--- src/rtl/garage_door_ctrl_pkg.sv ---
// Purpose : shared state encoding, default parameters and counter sizing for the garage door controller.
// Latency : n/a (declarations only).
// Backpressure: n/a.
// Ports   : none (package garage_door_pkg).
package garage_door_pkg;

  localparam logic [2:0] ST_IDLE  = 3'd0;
  localparam logic [2:0] ST_MV_UP = 3'd1;
  localparam logic [2:0] ST_MV_DN = 3'd2;
  localparam logic [2:0] ST_HOLD  = 3'd3;
  localparam logic [2:0] ST_FAULT = 3'd4;

  typedef enum logic [2:0] {
    IDLE  = ST_IDLE,
    MV_UP = ST_MV_UP,
    MV_DN = ST_MV_DN,
    HOLD  = ST_HOLD,
    FAULT = ST_FAULT
  } state_t;

  localparam int DEF_AUTO_CLOSE_CYC = 1000;
  localparam int DEF_TIMEOUT_CYC    = 5000;

  // Bits needed to hold 0..n, never less than one.
  function automatic int cnt_width(input int n);
    int w;
    w = $clog2(n + 1);
    return (w < 1) ? 1 : w;
  endfunction

endpackage

--- src/rtl/garage_door_ctrl_if.sv ---
// Purpose : groups door sensors, button and motor/fault outputs into one bundle.
// Latency : n/a (wiring only).
// Backpressure: none; all signals are plain levels.
// Ports   : master drives activate/UP_Max/DN_Max/obstruct/fault_clr and observes UP_M/DN_M/fault;
//           slave is the controller side.
interface garage_door_ctrl_if;
  logic activate;
  logic UP_Max;
  logic DN_Max;
  logic obstruct;
  logic fault_clr;
  logic UP_M;
  logic DN_M;
  logic fault;

  modport master (
    output activate, UP_Max, DN_Max, obstruct, fault_clr,
    input  UP_M, DN_M, fault
  );

  modport slave (
    input  activate, UP_Max, DN_Max, obstruct, fault_clr,
    output UP_M, DN_M, fault
  );
endinterface

--- src/rtl/garage_door_ctrl_sat_counter.sv ---
// Purpose : up-counter that saturates at all-ones and flags a terminal count.
// Latency : count updates on the clock edge; tc is combinational from the count.
// Backpressure: none.
// Ports   : clk, rst_n (async active-low), clr (sync clear, wins over en), en (increment), tc (cnt == TC).
module gdc_sat_counter #(
  parameter int W  = 4,
  parameter int TC = 0
) (
  input  logic clk,
  input  logic rst_n,
  input  logic clr,
  input  logic en,
  output logic tc
);

  localparam logic [W-1:0] CNT_MAX = '1;
  localparam logic [W-1:0] TC_V    = W'(TC);

  logic [W-1:0] cnt;

  always_ff @(posedge clk or negedge rst_n) begin
    if (!rst_n) begin
      cnt <= '0;
    end else if (clr) begin
      cnt <= '0;
    end else if (en && (cnt != CNT_MAX)) begin
      cnt <= cnt + W'(1);
    end
  end

  assign tc = (cnt == TC_V);

endmodule

--- src/rtl/garage_door_ctrl.sv ---
// Purpose : single-door Moore controller: edge-triggered button, stop/reverse, obstruction reverse,
//           auto-close timer and travel-timeout fault.
// Latency : one clock edge from sampled input to motor/fault output; reset clears outputs asynchronously.
// Backpressure: none; inputs are sampled every cycle.
// Ports   : CLK, RST (async active-low), io (slave: activate, UP_Max, DN_Max, obstruct, fault_clr -> UP_M, DN_M, fault).
module garage_door_ctrl
  import garage_door_pkg::*;
#(
  parameter int AUTO_CLOSE_CYC = DEF_AUTO_CLOSE_CYC,
  parameter int TIMEOUT_CYC    = DEF_TIMEOUT_CYC
) (
  input logic              CLK,
  input logic              RST,
  garage_door_ctrl_if.slave io
);

  localparam int   AC_W  = cnt_width(AUTO_CLOSE_CYC);
  localparam int   TR_W  = cnt_width(TIMEOUT_CYC);
  localparam int   AC_TC = (AUTO_CLOSE_CYC > 0) ? AUTO_CLOSE_CYC - 1 : 0;
  localparam int   TR_TC = (TIMEOUT_CYC > 1) ? TIMEOUT_CYC - 1 : 0;
  localparam logic AC_EN = (AUTO_CLOSE_CYC > 0);

  state_t state, next_state;
  logic   last_dir, next_dir;
  logic   act_q;
  logic   armed;
  logic   act_p;
  logic   ac_cond, ac_inc, ac_tc;
  logic   travel, tr_clr, tr_tc;

  // act_q alone would see a press if activate is already high when reset
  // releases; armed holds off edge detection until activate is sampled low once.
  assign act_p = io.activate & ~act_q & armed;

  always_ff @(posedge CLK or negedge RST) begin
    if (!RST) begin
      state    <= IDLE;
      last_dir <= 1'b0;
      act_q    <= 1'b0;
      armed    <= 1'b0;
    end else begin
      state    <= next_state;
      last_dir <= next_dir;
      act_q    <= io.activate;
      armed    <= armed | ~io.activate;
    end
  end

  assign travel  = (state == MV_UP) || (state == MV_DN);
  assign ac_cond = AC_EN && (state == IDLE) && io.UP_Max && !io.obstruct;

  always_comb begin
    next_state = state;
    next_dir   = last_dir;
    // Both limits at once means a broken sensor; this outranks everything.
    if (io.UP_Max && io.DN_Max && (state != FAULT)) begin
      next_state = FAULT;
    end else begin
      case (state)
        IDLE: begin
          if (act_p) begin
            // Position unknown (no limit) opens first.
            if (io.DN_Max)      next_state = MV_UP;
            else if (io.UP_Max) next_state = MV_DN;
            else                next_state = MV_UP;
          end else if (ac_cond && ac_tc) begin
            next_state = MV_DN;
          end
        end
        MV_UP: begin
          if (io.UP_Max) begin
            next_state = IDLE;
          end else if (act_p) begin
            next_state = HOLD;
            next_dir   = 1'b1;
          end else if (tr_tc) begin
            next_state = FAULT;
          end
        end
        MV_DN: begin
          if (io.DN_Max) begin
            next_state = IDLE;
          end else if (io.obstruct) begin
            next_state = MV_UP;
          end else if (act_p) begin
            next_state = HOLD;
            next_dir   = 1'b0;
          end else if (tr_tc) begin
            next_state = FAULT;
          end
        end
        HOLD: begin
          if (act_p) next_state = last_dir ? MV_DN : MV_UP;
        end
        FAULT: begin
          if (io.fault_clr) next_state = IDLE;
        end
        default: next_state = IDLE;
      endcase
    end
  end

  // Counting stops (and clears) the moment IDLE is left, so a stale run
  // can never carry into a later open period.
  assign ac_inc = ac_cond && (next_state == IDLE);

  gdc_sat_counter #(.W(AC_W), .TC(AC_TC)) u_ac_cnt (
    .clk  (CLK),
    .rst_n(RST),
    .clr  (~ac_inc),
    .en   (ac_inc),
    .tc   (ac_tc)
  );

  // Any state change clears the travel count, which covers every entry into
  // a travel state including the direct MV_DN -> MV_UP reversal.
  assign tr_clr = (next_state != state);

  gdc_sat_counter #(.W(TR_W), .TC(TR_TC)) u_tr_cnt (
    .clk  (CLK),
    .rst_n(RST),
    .clr  (tr_clr),
    .en   (travel),
    .tc   (tr_tc)
  );

  assign io.UP_M  = (state == MV_UP);
  assign io.DN_M  = (state == MV_DN);
  assign io.fault = (state == FAULT);

endmodule

--- src/flat_wrapper.sv ---
// flat-port wrapper written by rule: the top's interface ports become plain ports
module garage_door_ctrl_flat import garage_door_pkg::*;
#(
  parameter int AUTO_CLOSE_CYC = DEF_AUTO_CLOSE_CYC,
  parameter int TIMEOUT_CYC    = DEF_TIMEOUT_CYC
)
  (CLK, RST, io_activate, io_UP_Max, io_DN_Max, io_obstruct, io_fault_clr, io_UP_M, io_DN_M, io_fault);
  garage_door_ctrl_if io_i ();
  input logic CLK;
  input logic RST;
  input wire logic [$bits(io_i.activate)-1:0] io_activate;
  input wire logic [$bits(io_i.UP_Max)-1:0] io_UP_Max;
  input wire logic [$bits(io_i.DN_Max)-1:0] io_DN_Max;
  input wire logic [$bits(io_i.obstruct)-1:0] io_obstruct;
  input wire logic [$bits(io_i.fault_clr)-1:0] io_fault_clr;
  output wire logic [$bits(io_i.UP_M)-1:0] io_UP_M;
  output wire logic [$bits(io_i.DN_M)-1:0] io_DN_M;
  output wire logic [$bits(io_i.fault)-1:0] io_fault;
  assign io_i.activate = io_activate;
  assign io_i.UP_Max = io_UP_Max;
  assign io_i.DN_Max = io_DN_Max;
  assign io_i.obstruct = io_obstruct;
  assign io_i.fault_clr = io_fault_clr;
  assign io_UP_M = io_i.UP_M;
  assign io_DN_M = io_i.DN_M;
  assign io_fault = io_i.fault;
  garage_door_ctrl #(.AUTO_CLOSE_CYC(AUTO_CLOSE_CYC), .TIMEOUT_CYC(TIMEOUT_CYC)) u_core (.CLK(CLK), .RST(RST), .io(io_i));
endmodule
--- config.mk ---
export PLATFORM = sky130hd
export DESIGN_NAME = garage_door_ctrl_flat
export DESIGN_NICKNAME = d
export VERILOG_FILES = /design/src/rtl/garage_door_ctrl_pkg.sv /design/src/rtl/garage_door_ctrl_if.sv /design/src/rtl/garage_door_ctrl_sat_counter.sv /design/src/rtl/garage_door_ctrl.sv /design/src/flat_wrapper.sv
export SDC_FILE = /design/constraint.sdc
export NUM_CORES = 1
export LEC_CHECK = 0
export CAP_MARGIN = 20
export CORE_MARGIN = 2
export CORE_UTILIZATION = 45
export CTS_BUF_LIST = sky130_fd_sc_hd__clkbuf_8 sky130_fd_sc_hd__clkbuf_16
export CTS_CLUSTER_DIAMETER = 150
export DETAILED_ROUTE_END_ITERATION = 8
export SETUP_SLACK_MARGIN = 0.05
export SYNTH_ARGS = -nofsm -noshare
export SYNTH_HDL_FRONTEND = slang
export SYNTH_SLANG_ARGS = --single-unit
export TNS_END_PERCENT = 20
--- constraint.sdc ---
create_clock -name CLK -period 4.9 [get_ports CLK]
set_clock_uncertainty 0.05 [all_clocks]
set_input_delay 1.225 -clock CLK [delete_from_list [all_inputs] [get_ports CLK]]
set_output_delay 1.225 -clock CLK [all_outputs]
set_load 0.05 [all_outputs]
==> summary.txt <==
Clock network
  • TritonCTS Buffers: 5
  • H-tree Lvls: 2
  • CTS Buffer Depth: 2
  • Worst-Skew Late Latency: 280 ps
  • TritonCTS clock tree: built
  • Setup bufs post-CTS: 0
  • Clk root buf: clkbuf_8
  • Clock transition at path regs: 60 ps
  • CTS Hold Bufs: 0
  • Clock sinks: 29
  • Post-cts resize count: 0

Cells and area
  • Number of fill cells: 378
  • Multi-input logic area: 1074 µm²
  • ANT cells: 0
  • Share of cells above drive strength 1: 14.50%
  • Final std cells w/o fill: 250
  • Register area: 725.7 µm²
  • Area Growth Syn to Fin: 10.94%
  • Util after Layout: 51.96%
  • Nets: 209
  • Design Area, Final: 2093 µm²

Worst hold path
  • WHS Path Cells: 1
  • HP Class: reg -> reg
  • Hold EP: u_core.armed$_DFF_PN0_
  • Min-delay src: u_core.armed$_DFF_PN0_

Synthesis
  • Top cell type's share of synthesized area: 38.46%
  • Ys flop type: dfrtp_1
  • Post-synth EDFFs: 0
  • Yosys top cell by area: dfrtp_1
  • Post-Syn Area per Cell: 9.827 µm²
  • Cell area after synthesis: 1887 µm²
  • Area contributors post-synth: dfrtp_1 38%, nor4_2 7.3%, xor2_1 4.6%
  • Synth Instances: 192
  • Sequential cell area fraction in the yosys report: 38.46%
  • Synth cell count leaders: 29 x dfrtp_1, 12 x nand2_1, 12 x nor2_1
  • Yosys warns: 0
  • Net Count, Synth: 201
  • Synth unique cells: 49
  • Async S/R FF share, synth: 100.0%
  • Flops & latches, synth: 29
  • Most frequent cell after synthesis: dfrtp_1

Global routing
  • First-pass GRT wire length: 6837 µm
  • Tot GR Track Use: 20.16%
  • Vias in the first global route: 1441
  • Initial antenna violation count: 0
  • GR Overflow Total: 0
  • Largest net degree at the start of global routing: 30

Floorplanning
  • Core Rows: 23
  • Top Ports: 10
  • DIE AREA: 4727 µm²
  • CORE AREA: 4029 µm²
  • Die height: 68.75 µm
  • Die W: 68.75 µm
  • Initial cell density of the core: 46.83%

Routing
  • Antenna-violating nets left: 0
  • Post-Route WL: 4053 µm
  • WL/cell: 16.21 µm
  • DR pass1 iterations: 4
  • Vias: 1546
  • DRC Markers: 0
  • Starting DRC count in detailed routing: 91
  • Routed vias/inst: 6.184

Placement
  • Setup WS pre-CTS: 1280 ps
  • Post-DP Area: 1989 µm²
  • GPL Wtd Cong: 0.9025
  • Inst Count DP: 243
  • HPWL Detailed: 2851 µm
  • Port bufs: 9

Worst setup path
  • Reg2reg end: u_core.u_tr_cnt.cnt[1]$_DFFE_PN0P_
  • Worst Setup End Kind: primary output
  • FF-to-FF Start: u_core.state[1]$_DFF_PN0_
  • Crit path max fanout: 16
  • CP Cell Sequence: or3b_1 -> inv_1 -> clkdlybuf4s50_1
  • Setup CP Type: reg -> out
  • Crit start category: flip-flop
  • FF-to-FF setup slack: 2310 ps
  • Crit-path max cell delay: 800 ps
  • CP Data Arrival Time: 2280 ps
  • CP max stage cell: clkdlybuf4s50_1
  • Reg2reg path depth: 7
  • Worst EP required: 3620 ps
  • Delay-heaviest family, CP: buffers and inverters
  • Buf+Inv Stages, Crit Path: 2

Timing
  • Setup WS post-layout: 1346 ps
  • Worst slew margin: 41.89%
  • Fmax: 281.4 MHz
  • RSZ-0062 raised after global routing: false
  • Least-Margin Pin Slew: 871.7 ps
  • Tcrit/Tclk final: 72.53%
  • Post-route setup TNS: 0 ps
  • Final hold vios: 0
  • Fin crit period: 3554 ps
  • Hold slack: 438.7 ps
  • Count of final max-slew check failures: 0
  • Setup violations, final: 0

Flow run
  • Max Cap Viol: 0

Run status
  • Outcome: complete, no violations

Power and ir drop
  • Worst-case vdd ir drop: 0.0001772 V
  • Overall Power: 625.2 µW
  • Pwr per Cell Area: 298.7 nW/µm²
  • Leakage power: 0.7644 nW
[flip-flops by register name, indices dropped and copies added (netlist names)]
register and flops:
u_core.act_q 1, u_core.u_tr_cnt.cnt 13, u_core.u_ac_cnt.cnt 10, u_core.last_dir 1
u_core.state 3, u_core.armed 1
[logic make-up (layout without fill, tap and decap cells)]
kind of cell,count (synthesis),after routing,synth area share [%]
xor gates and xnor gates,14,14,6.498
DFF,29,29,38.46
AOI/OAI and AO/OA,31,31,12.87
muxes,3,3,1.592
buffers and inverters,16,24,4.642
adders and majority gates,2,2,1.326
and+or+nand+nor,97,97,34.62
[final cells by class]
cell class / instances / share of cell area [%]
clock inverters: 2 / 1.674
flip-flops and latches: 29 / 34.67
well taps: 50 / 2.989
repair buffers: 11 / 5.021
multi-input cells: 147 / 51.29
inverters: 6 / 1.076
clock buffers: 5 / 3.288
[power breakdown]
part | leakage (nW) | internal, mW | switching [mW]
Sequential | 0.393 | 0.252 | 0.0223
Combinational | 0.318 | 0.0425 | 0.0721
Clock | 0.0540 | 0.147 | 0.0889
Total | 0.764 | 0.442 | 0.183
[metal layers]
| metal | track usage, % | vias to the layer above | part of all wire, % |
|---|---|---|---|
| met3 | 4.870 | 7 | 2.8 |
| met4 | 8.578 | 0 | 1.6 |
| li1 | - | 741 | - |
| met5 | 0 | - | 0 |
| met1 | 25.08 | 771 | 44 |
| met2 | 33.29 | 27 | 52 |
[worst max path at each step]
stage | startpoint | end | slack, ps | depth (start not counted)
global route | u_core.state[2]$_DFF_PN0_ | io_fault | 1210 | 3
CTS | u_core.state[2]$_DFF_PN0_ | io_fault | 1340 | 3
finish | u_core.state[2]$_DFF_PN0_ | io_fault | 1350 | 3
floorplan | u_core.state[1]$_DFF_PN0_ | io_DN_M | 1710 | 3
detailed placement | io_UP_Max | u_core.u_ac_cnt.cnt[2]$_DFFE_PN0P_ | 1280 | 6
global placement | io_UP_Max | u_core.u_ac_cnt.cnt[2]$_DFFE_PN0P_ | 1360 | 7
[cells in the final DEF, fill, tap and decap left out, types with 5 or more instances in the layout]
master           count
nor4_2              11
nand2_1             12
nand4_1              9
inv_1                6
nand2b_1             5
nand3_1              8
nor4_1               7
xor2_1              10
nor3_1              10
dfrtp_1             29
clkdlybuf4s50_1      9
o21ai_0              5
clkbuf_8             5
nor2_1              12
(Power assumes the default switching activity.)
